==> config.mk <==
export PLATFORM = sky130hd
export DESIGN_NAME = fv_core_ex_queue
export DESIGN_NICKNAME = d
export VERILOG_FILES = /design/src/rtl/fv_core_pkg.sv /design/src/rtl/fv_core_ex_queue_match.sv /design/src/rtl/fv_core_ex_queue.sv
export SDC_FILE = /design/constraint.sdc
export NUM_CORES = 2
export LEC_CHECK = 0
export BUFFER_PORTS_ARGS = -buffer_cell sky130_fd_sc_hd__buf_2
export CAP_MARGIN = 20
export CORE_ASPECT_RATIO = 0.7
export CORE_MARGIN = 2
export CORE_UTILIZATION = 60
export CTS_BUF_LIST = sky130_fd_sc_hd__clkbuf_16
export CTS_CLUSTER_SIZE = 25
export DETAILED_ROUTE_END_ITERATION = 8
export PLACE_DENSITY = 0.83
export SLEW_MARGIN = 10
export SYNTH_ARGS = -nofsm -noshare
export SYNTH_HDL_FRONTEND = slang
export SYNTH_HIERARCHICAL = 1
export SYNTH_SLANG_ARGS = --single-unit
export TNS_END_PERCENT = 100
==> constraint.sdc <==
create_clock -name clk -period 19.6 [get_ports clk]
set_input_delay 4.9 -clock clk [delete_from_list [all_inputs] [get_ports clk]]
set_output_delay 4.9 -clock clk [all_outputs]
set_load 0.1 [all_outputs]
==> src/rtl/fv_core_pkg.sv <==
// Shared types and widths for the fv_core instruction tracking blocks.
package fv_core_pkg;

  localparam int FV_IF_MAX_INSTR_PER_CYCLE = 2;
  localparam int FV_IF_INSTR_W             = 32;
  localparam int FV_ADDR_W                 = 32;

  // One tracked in-flight instruction.
  typedef struct packed {
    logic [FV_IF_INSTR_W-1:0] instr;
    logic [FV_ADDR_W-1:0]     pc;
    logic                     is_dup;
    logic                     valid;
  } ex_queue_entry_t;

endpackage

==> src/rtl/fv_core_ex_queue_match.sv <==
// Oldest-first PC matcher over the live window [head, head+count) of the
// in-flight entry ring. Returns the full wrap-bit pointer of the first hit.
module fv_core_ex_queue_match
  import fv_core_pkg::*;
#(
  parameter int DEPTH = 8,
  parameter int PTR_W = $clog2(DEPTH) + 1
) (
  input  ex_queue_entry_t       entries [DEPTH],
  input  logic [PTR_W-1:0]      head,
  input  logic [PTR_W-1:0]      count,
  input  logic [FV_ADDR_W-1:0]  key,
  output logic                  hit,
  output logic [PTR_W-1:0]      idx
);

  localparam int IDX_W = PTR_W - 1;

  // Walk from the head; the first live match is the oldest and wins.
  // NOTE: every output gets a default before the loop so no latch is inferred.
  always_comb begin
    hit = 1'b0;
    idx = head;
    for (int i = 0; i < DEPTH; i++) begin
      logic [PTR_W-1:0] ptr;
      ptr = head + PTR_W'(i);
      if (!hit && (PTR_W'(i) < count) && entries[ptr[IDX_W-1:0]].valid &&
          (entries[ptr[IDX_W-1:0]].pc == key)) begin
        hit = 1'b1;
        idx = ptr;
      end
    end
  end

  // Only pc and valid take part in the search; fold the rest away.
  logic unused_fields;
  always_comb begin
    unused_fields = 1'b0;
    for (int k = 0; k < DEPTH; k++)
      unused_fields = unused_fields ^ (^{entries[k].instr, entries[k].is_dup});
  end

endmodule

==> src/rtl/fv_core_ex_queue.sv <==
// In-flight instruction tracker: records instructions issued to the DUT,
// retires them in order on commit, and on a kill locates the redirecting
// instruction by PC and trims every younger entry.
module fv_core_ex_queue
  import fv_core_pkg::*;
#(
  parameter int DEPTH     = 8,
  parameter int MAX_ISSUE = FV_IF_MAX_INSTR_PER_CYCLE,
  parameter int ADDR_W    = FV_ADDR_W
) (
  input  logic                                   clk,
  input  logic                                   reset_,
  input  logic                                   stall,
  input  logic [MAX_ISSUE:1]                     issue_valid,
  input  logic [MAX_ISSUE:1][FV_IF_INSTR_W-1:0]  issue_instr,
  input  logic [MAX_ISSUE:1][ADDR_W-1:0]         issue_pc,
  input  logic [MAX_ISSUE:1]                     issue_is_dup,
  input  logic                                   retire_valid,
  input  logic [ADDR_W-1:0]                      retire_pc,
  input  logic                                   kill,
  input  logic [ADDR_W-1:0]                      kill_pc,
  output logic                                   killed_instr_found,
  output ex_queue_entry_t                        killed_instr,
  output logic [$clog2(DEPTH):0]                 count,
  output logic                                   empty,
  output logic                                   full,
  output logic                                   err_overflow,
  output logic                                   err_underflow,
  output logic                                   err_retire_mismatch
);

  localparam int IDX_W = $clog2(DEPTH);
  localparam int PTR_W = IDX_W + 1;
  localparam logic [PTR_W-1:0] PTR_ONE   = PTR_W'(1);
  localparam logic [PTR_W-1:0] PTR_DEPTH = PTR_W'(DEPTH);

  ex_queue_entry_t mem [DEPTH];

  logic [PTR_W-1:0] head_q, tail_q;
  logic [PTR_W-1:0] head_n, tail_n;
  logic [PTR_W-1:0] space, n_acc;
  logic             hit;
  logic [PTR_W-1:0] match_ptr;
  logic             underflow, mismatch, overflow;
  logic [MAX_ISSUE:1]            wr_en;
  logic [MAX_ISSUE:1][IDX_W-1:0] wr_idx;

  fv_core_ex_queue_match #(.DEPTH(DEPTH), .PTR_W(PTR_W)) u_match (
    .entries (mem),
    .head    (head_q),
    .count   (count),
    .key     (kill_pc),
    .hit     (hit),
    .idx     (match_ptr)
  );

  // Kill lookup is visible in the same cycle; silenced while in reset.
  assign killed_instr_found = reset_ && kill && hit;
  assign killed_instr       = killed_instr_found ? mem[match_ptr[IDX_W-1:0]] : '0;

  // Next-state pointers: retire first, then kill, then issue.
  always_comb begin
    head_n    = head_q;
    tail_n    = tail_q;
    underflow = 1'b0;
    mismatch  = 1'b0;
    overflow  = 1'b0;
    wr_en     = '0;
    wr_idx    = '0;
    space     = '0;
    n_acc     = '0;
    if (retire_valid) begin
      if (head_q == tail_q) begin
        underflow = 1'b1;
      end else begin
        head_n = head_q + PTR_ONE;
        if (mem[head_q[IDX_W-1:0]].pc != retire_pc) mismatch = 1'b1;
      end
    end
    if (kill) begin
      // A head match that also retires leaves tail == next head, i.e. empty.
      tail_n = hit ? (match_ptr + PTR_ONE) : head_n;
    end else if (!stall) begin
      space = PTR_DEPTH - (tail_q - head_n);
      for (int i = 1; i <= MAX_ISSUE; i++) begin
        if (issue_valid[i]) begin
          if (n_acc < space) begin
            wr_en[i]  = 1'b1;
            wr_idx[i] = tail_q[IDX_W-1:0] + n_acc[IDX_W-1:0];
            n_acc     = n_acc + PTR_ONE;
          end else begin
            overflow = 1'b1;
          end
        end
      end
      tail_n = tail_q + n_acc;
    end
  end

  // Pointer, occupancy and sticky error registers.
  // NOTE: sequential state uses non-blocking assignments so every register
  // samples the pre-edge values regardless of statement order.
  always_ff @(posedge clk or negedge reset_) begin
    if (!reset_) begin
      head_q              <= '0;
      tail_q              <= '0;
      count               <= '0;
      empty               <= 1'b1;
      full                <= 1'b0;
      err_overflow        <= 1'b0;
      err_underflow       <= 1'b0;
      err_retire_mismatch <= 1'b0;
    end else begin
      head_q              <= head_n;
      tail_q              <= tail_n;
      count               <= tail_n - head_n;
      empty               <= (tail_n == head_n);
      full                <= (tail_n[IDX_W-1:0] == head_n[IDX_W-1:0]) &&
                             (tail_n[IDX_W] != head_n[IDX_W]);
      err_overflow        <= err_overflow | overflow;
      err_underflow       <= err_underflow | underflow;
      err_retire_mismatch <= err_retire_mismatch | mismatch;
    end
  end

  // Entry storage write for accepted issue slots.
  // NOTE: storage has no reset; only entries between head and tail are ever
  // read, and those were always written first.
  always_ff @(posedge clk) begin
    for (int i = 1; i <= MAX_ISSUE; i++) begin
      if (wr_en[i]) begin
        mem[wr_idx[i]] <= '{instr:  issue_instr[i],
                            pc:     issue_pc[i],
                            is_dup: issue_is_dup[i],
                            valid:  1'b1};
      end
    end
  end

endmodule
Word level (Yosys, flattened, before mapping)
Cells that the tools add are included.
Widths: inputs -> output; s select.
{"block": "word_totals", "out_inout_bits": 76, "input_bits": 201, "word_cells": 226, "regBits": 545}
{"block": "op_classes", "addsub": 14, "bitwise_logic": 14, "order_cmp": 23, "n_mux": 87, "reduce_logical": 35, "eq_ne": 13}
{"cell": "$bmux 66 s3", "n": 9}
{"cell": "$bwmux 528", "n": 2}
{"cell": "$mux 528", "n": 2}
{"cell": "$mux 34", "n": 16}
{"cell": "$demux 66 s3", "n": 2}
{"cell": "$mux 66", "n": 5}
{"cell": "$eq 32x32->1", "n": 8}
{"cell": "$mux 4", "n": 18}
{"cell": "$ge 4x4->1 const B", "n": 11}
{"cell": "$not 3->4", "n": 11}
{"cell": "$ne 32x32->1", "n": 1}
{"cell": "$logic_and 1x1->1", "n": 28}
{"cell": "$mux 1", "n": 25}
{"cell": "$add 4x3->4 const B", "n": 4}
{"cell": "$lt 3x4->1 const A", "n": 4}
{"cell": "$add 4x1->4 const B", "n": 3}
{"cell": "$lt 1x4->1 const A", "n": 3}
{"cell": "$mux 3", "n": 4}
{"cell": "$mux 6", "n": 2}
{"cell": "$add 4x2->4 const B", "n": 2}
{"cell": "$eq 4x4->1", "n": 2}
{"cell": "$lt 2x4->1 const A", "n": 2}
{"cell": "$lt 4x1->1 const B", "n": 2}
{"cell": "$sub 4x4->4", "n": 2}
{"cell": "9 further kinds", "n": 18}

Longest topological paths before layout
{"block": "depth", "ltp_word": 47, "mapped_depth": 37, "mapped_depth_nobuf": 26}

Modules after synthesis
Netlist, hierarchy kept.
{"module": "fv_core_ex_queue", "seq_area_each_um2": 10996.8, "cells_per_inst": 2467, "n_inst": 1, "area_per_inst_um2": 31002.2}
{"module": "fv_core_ex_queue_match", "seq_area_each_um2": 0.0, "cells_per_inst": 1638, "n_inst": 1, "area_per_inst_um2": 18277.5}

Least setup slack after synthesis
No wires, ideal clock.
{"block": "synth_path", "kind": "input to output", "startpoint": "in kill_pc[25]", "endpoint": "out killed_instr[25] in the netlist's numbering", "slack_ns": 4.516, "required_ns": 14.700, "cell_stages": 16, "arrival_ns": 10.184, "path_buffers": 4, "cell_sequence": "buf_1 xnor2_1 nand2_1 a221oi_2 nand4_1 or4_1 or4_4 or2_0 a221o_1 a31oi_1 o21a_1 clkbuf_1 clkbuf_1 buf_1 mux2i_1 nor2_1"}
{"element": "from (decl)", "line": "fv_core_ex_queue.sv:21", "source": "input logic [ADDR_W-1:0] kill_pc,"}
{"element": "to (decl)", "line": "fv_core_ex_queue.sv:23", "source": "output ex_queue_entry_t killed_instr,"}

==> summary.md <==
| Metric | Value |
|---|---|
| Status | complete, no violations |
| CTS tree | yes |
| CTS clock-pin slew for the worst setup and hold paths | 0.06 ns |
| Layout cells sized above 1 | 0.501 |
| RSZ-0062 raised after global routing | no |
| Setup ws final | 3.66 ns |
| H-tree Lvls | 2 |
| Slowest stage delay, CP | 0.78 ns |
| Arr. time, crit path | 11.04 ns |
| Detail Placement HPWL | 123000 µm |
| Worst skew pair latency | 0.69 ns |
| Critical path depth | 17 |
| DRC viols | 0 |
| Pin count of the biggest net entering global routing | 163 |
| FF-to-FF End | count[3] |
| Routed wire per std cell | 34.4 µm |
| Fin crit share | 0.813 |
| Core box area | 81000 µm² |
| Worst path cell trace | buf_2 > xnor2_1 > o211ai_1 > o31ai_1 > nand3_1 > or4_1 > o41ai_1 > nor4_1 > nand4_1 > nand3_1 > o21ai_4 > buf_4 > buf_4 > mux4_2 > mux2i_1 > nor2_1 > buf_2 |
| Vias in the first global route | 37500 |
| Ys Warns | 6 |
| CP bufs+invs | 4 |
| WP data required | 14.70 ns |
| Total routed wirelength | 181000 µm |
| Max-slew headroom at the worst pin | 0.182 |
| Count of final setup violators | 0 |
| Grt ovf | 0 |
| Max Cap Viol | 0 |
| DP Worst Slack | 3.95 ns |
| Worst Setup End Kind | output port |
| Initial core utilization | 0.608 |
| 1st-pass router iterations | 6 |
| Syn avg cell area | 12.0 µm² |
| Die area | 84500 µm² |
| # fillers | 6033 |
| Synth Net Count | 4331 |
| Clock Sinks | 545 |
| Layout area overhead | 7.32% |
| Core Rows | 87 |
| Total CTS buffers | 54 |
| Final nets | 4354 |
| Post-CTS Hold Buffers | 0 |
| Initial antenna violation count | 27 |
| Post-cts resize count | 0 |
| Worst hold stages | 1 |
| Initial detailed-routing violation count | 6266 |
| Critical path's top delay family | buffers and inverters |
| Yosys reg bits | 545 |
| Worst-Margin Slew | 1.22 ns |
| Post-synth EDFFs | 0 |
| Vert. Die Dim | 244 µm |
| First-pass GRT wire length | 263000 µm |
| CP max-delay cell | buf_4 |
| Die width | 347 µm |
| Post-CTS Setup Inserts | 0 |
| Final Hold Fails | 0 |
| Ys async rst share | 0.0312 |
| Synth Cell Area | 49300 µm² |
| Hold Path Origin | err_underflow |
| GP Congestion | 1.11 |
| Input/output buffers | 276 |
| Total negative slack | 0 ns |
| Max-slew violation count | 0 |
| Sequential area share after synthesis | 0.223 |
| CTS Buffer Depth | 3 |
| Hold Crit Class | reg -> reg |
| Final Critical Period | 15.94 ns |
| WS Path Type | in -> out |
| Cells after Synth | 4105 |
| Root Buffer | clkbuf_16 |
| Total GRT Usage | 0.416 |
| Worst Path Max Fanout | 58 |
| R2R Path Start | head_q[2] |
| Final antenna-violating net count | 0 |
| Hold Path End | err_underflow |
| # IOs | 277 |
| Vias/cell | 7.57 |
| Worst Reg-to-Reg Cells | 23 |
| Startpoint types | input port |
| Fmax | 62.7 MHz |
| Via count | 39800 |
| Cell variety after synth | 83 |
| Reg2reg setup slack | 10.14 ns |
| Ys flop type | dfxtp_1 |
| Final Skew | 0.0697 ns |
[cells in the mapped netlist (18+ instances only)]
cell | count | share of area
mux2_2 | 1054 | 0.24
mux4_2 | 558 | 0.26
dfxtp_1 | 528 | 0.21
mux2i_1 | 314 | 0.064
xnor2_1 | 216 | 0.038
nor2_1 | 141 | 0.011
clkbuf_1 | 129 | 0.0098
buf_2 | 121 | 0.012
xor2_1 | 101 | 0.018
nand2_1 | 79 | 0.0060
a211oi_1 | 71 | 0.011
nor2b_1 | 71 | 0.0090
buf_1 | 62 | 0.0047
nor4_1 | 62 | 0.0079
nand3_1 | 59 | 0.0060
nand4_1 | 48 | 0.0061
a21oi_1 | 38 | 0.0039
buf_4 | 35 | 0.0053
nor3_1 | 33 | 0.0034
inv_1 | 32 | 0.0024
o21ai_0 | 26 | 0.0026
nor3b_1 | 25 | 0.0038
buf_6 | 24 | 0.0055
ha_1 | 22 | 0.0056
o31ai_1 | 21 | 0.0032
nor4b_1 | 19 | 0.0034
nand3b_1 | 18 | 0.0027
[placed cells by master, fill, tap and decap left out, drive strengths merged, types with 19 or more instances in the layout]
master,Yosys,layout
mux2i,314,314
clkinv,6,30
a211oi,71,71
nor4b,19,19
nor2,142,142
mux2,1054,1054
a21oi,38,38
nand3,59,59
nand4,48,48
clkbuf,131,54
nand2,79,79
inv,35,44
mux4,571,571
ha,22,22
nor4,64,64
xor2,101,101
xnor2,217,217
o21ai,27,27
buf,246,344
o31ai,21,21
nor2b,71,71
dfxtp,528,528
nor3b,25,25
nor3,34,34
[routing by layer]
layer | wire, µm | track usage
met1 | 70600 | 0.589
met2 | 78200 | 0.607
met3 | 25300 | 0.129
met4 | 6430 | 0.135
met5 | 127 | 0
[worst reg2reg max path, stage by stage (launching register included)]
cell      delay, ns
dfrtp_4        0.69
clkinv_1       0.66
ha_4           0.87
buf_4          0.61
buf_4          0.84
nand2_1        0.57
o221a_2        0.42
xnor2_1        0.15
nor4_1         0.30
nand4_1        0.19
nor3_1         0.83
nor4_1         0.18
nand4_1        0.23
a21boi_1       0.29
xnor2_2        0.13
buf_4          0.28
buf_12         0.45
ha_1           0.52
mux2i_1        0.14
a21oi_1        0.13
ha_1           0.36
a21o_1         0.18
a21oi_1        0.19
xnor2_1        0.15
[registers in the layout (all words and copies together) (netlist names)]
signal and flops:
count 4, tail_q 4, mem 528, head_q 4, err_overflow 1, err_underflow 1
full 1, err_retire_mismatch 1, empty 1
[worst max-delay path by stage]
stage / start / end
floorplan: kill_pc[25] / killed_instr[25]
global placement: kill_pc[30] / killed_instr[16]
detailed placement: kill_pc[30] / killed_instr[16]
CTS: kill_pc[30] / killed_instr[26]
global route: kill_pc[30] / killed_instr[26]
finish: kill_pc[30] / killed_instr[16]
[stage by stage]
step / hold slack (ns) / cell area, µm² / utilization / cells
after floorplan: 0.475 / 49300 / - / 4105
after CTS: 0.462 / 52800 / 0.652 / 5241
after global placement: 0.438 / 50900 / 0.628 / 5140
final: 0.464 / 52900 / 0.653 / 5259
after detailed placement: 0.466 / 50900 / 0.628 / 5140
after global routing: 0.483 / 52900 / 0.653 / 5257
[cell type report]
cell class | instances | area (µm²) | area share
antenna | 18 | 45.0 | 0.000852
multi-input combinational | 3142 | 36500 | 0.689
clock buffer | 54 | 1350 | 0.0256
inverter | 41 | 156 | 0.00296
timing repair buffer | 344 | 1940 | 0.0367
sequential | 545 | 11000 | 0.208
clock inverter | 47 | 593 | 0.0112
tap | 1068 | 1340 | 0.0253
[kinds of logic (layout without fill, tap and decap cells)]
| logic type | count (synthesis) | in the layout | synth area share |
|---|---|---|---|
| muxes | 1939 | 1939 | 0.567 |
| and+or+nand+nor | 599 | 599 | 0.0656 |
| DFF | 545 | 545 | 0.223 |
| buffers and inverters | 418 | 486 | 0.0426 |
| xor gates and xnor gates | 319 | 319 | 0.0572 |
| AOI/OAI and AO/OA | 259 | 259 | 0.0379 |
| adders and majority gates | 26 | 26 | 0.00701 |
| other | 0 | 18 | 0 |
Power is not shown: default switching activity piles up to over one toggle a cycle in this logic, so the estimate is an artifact.
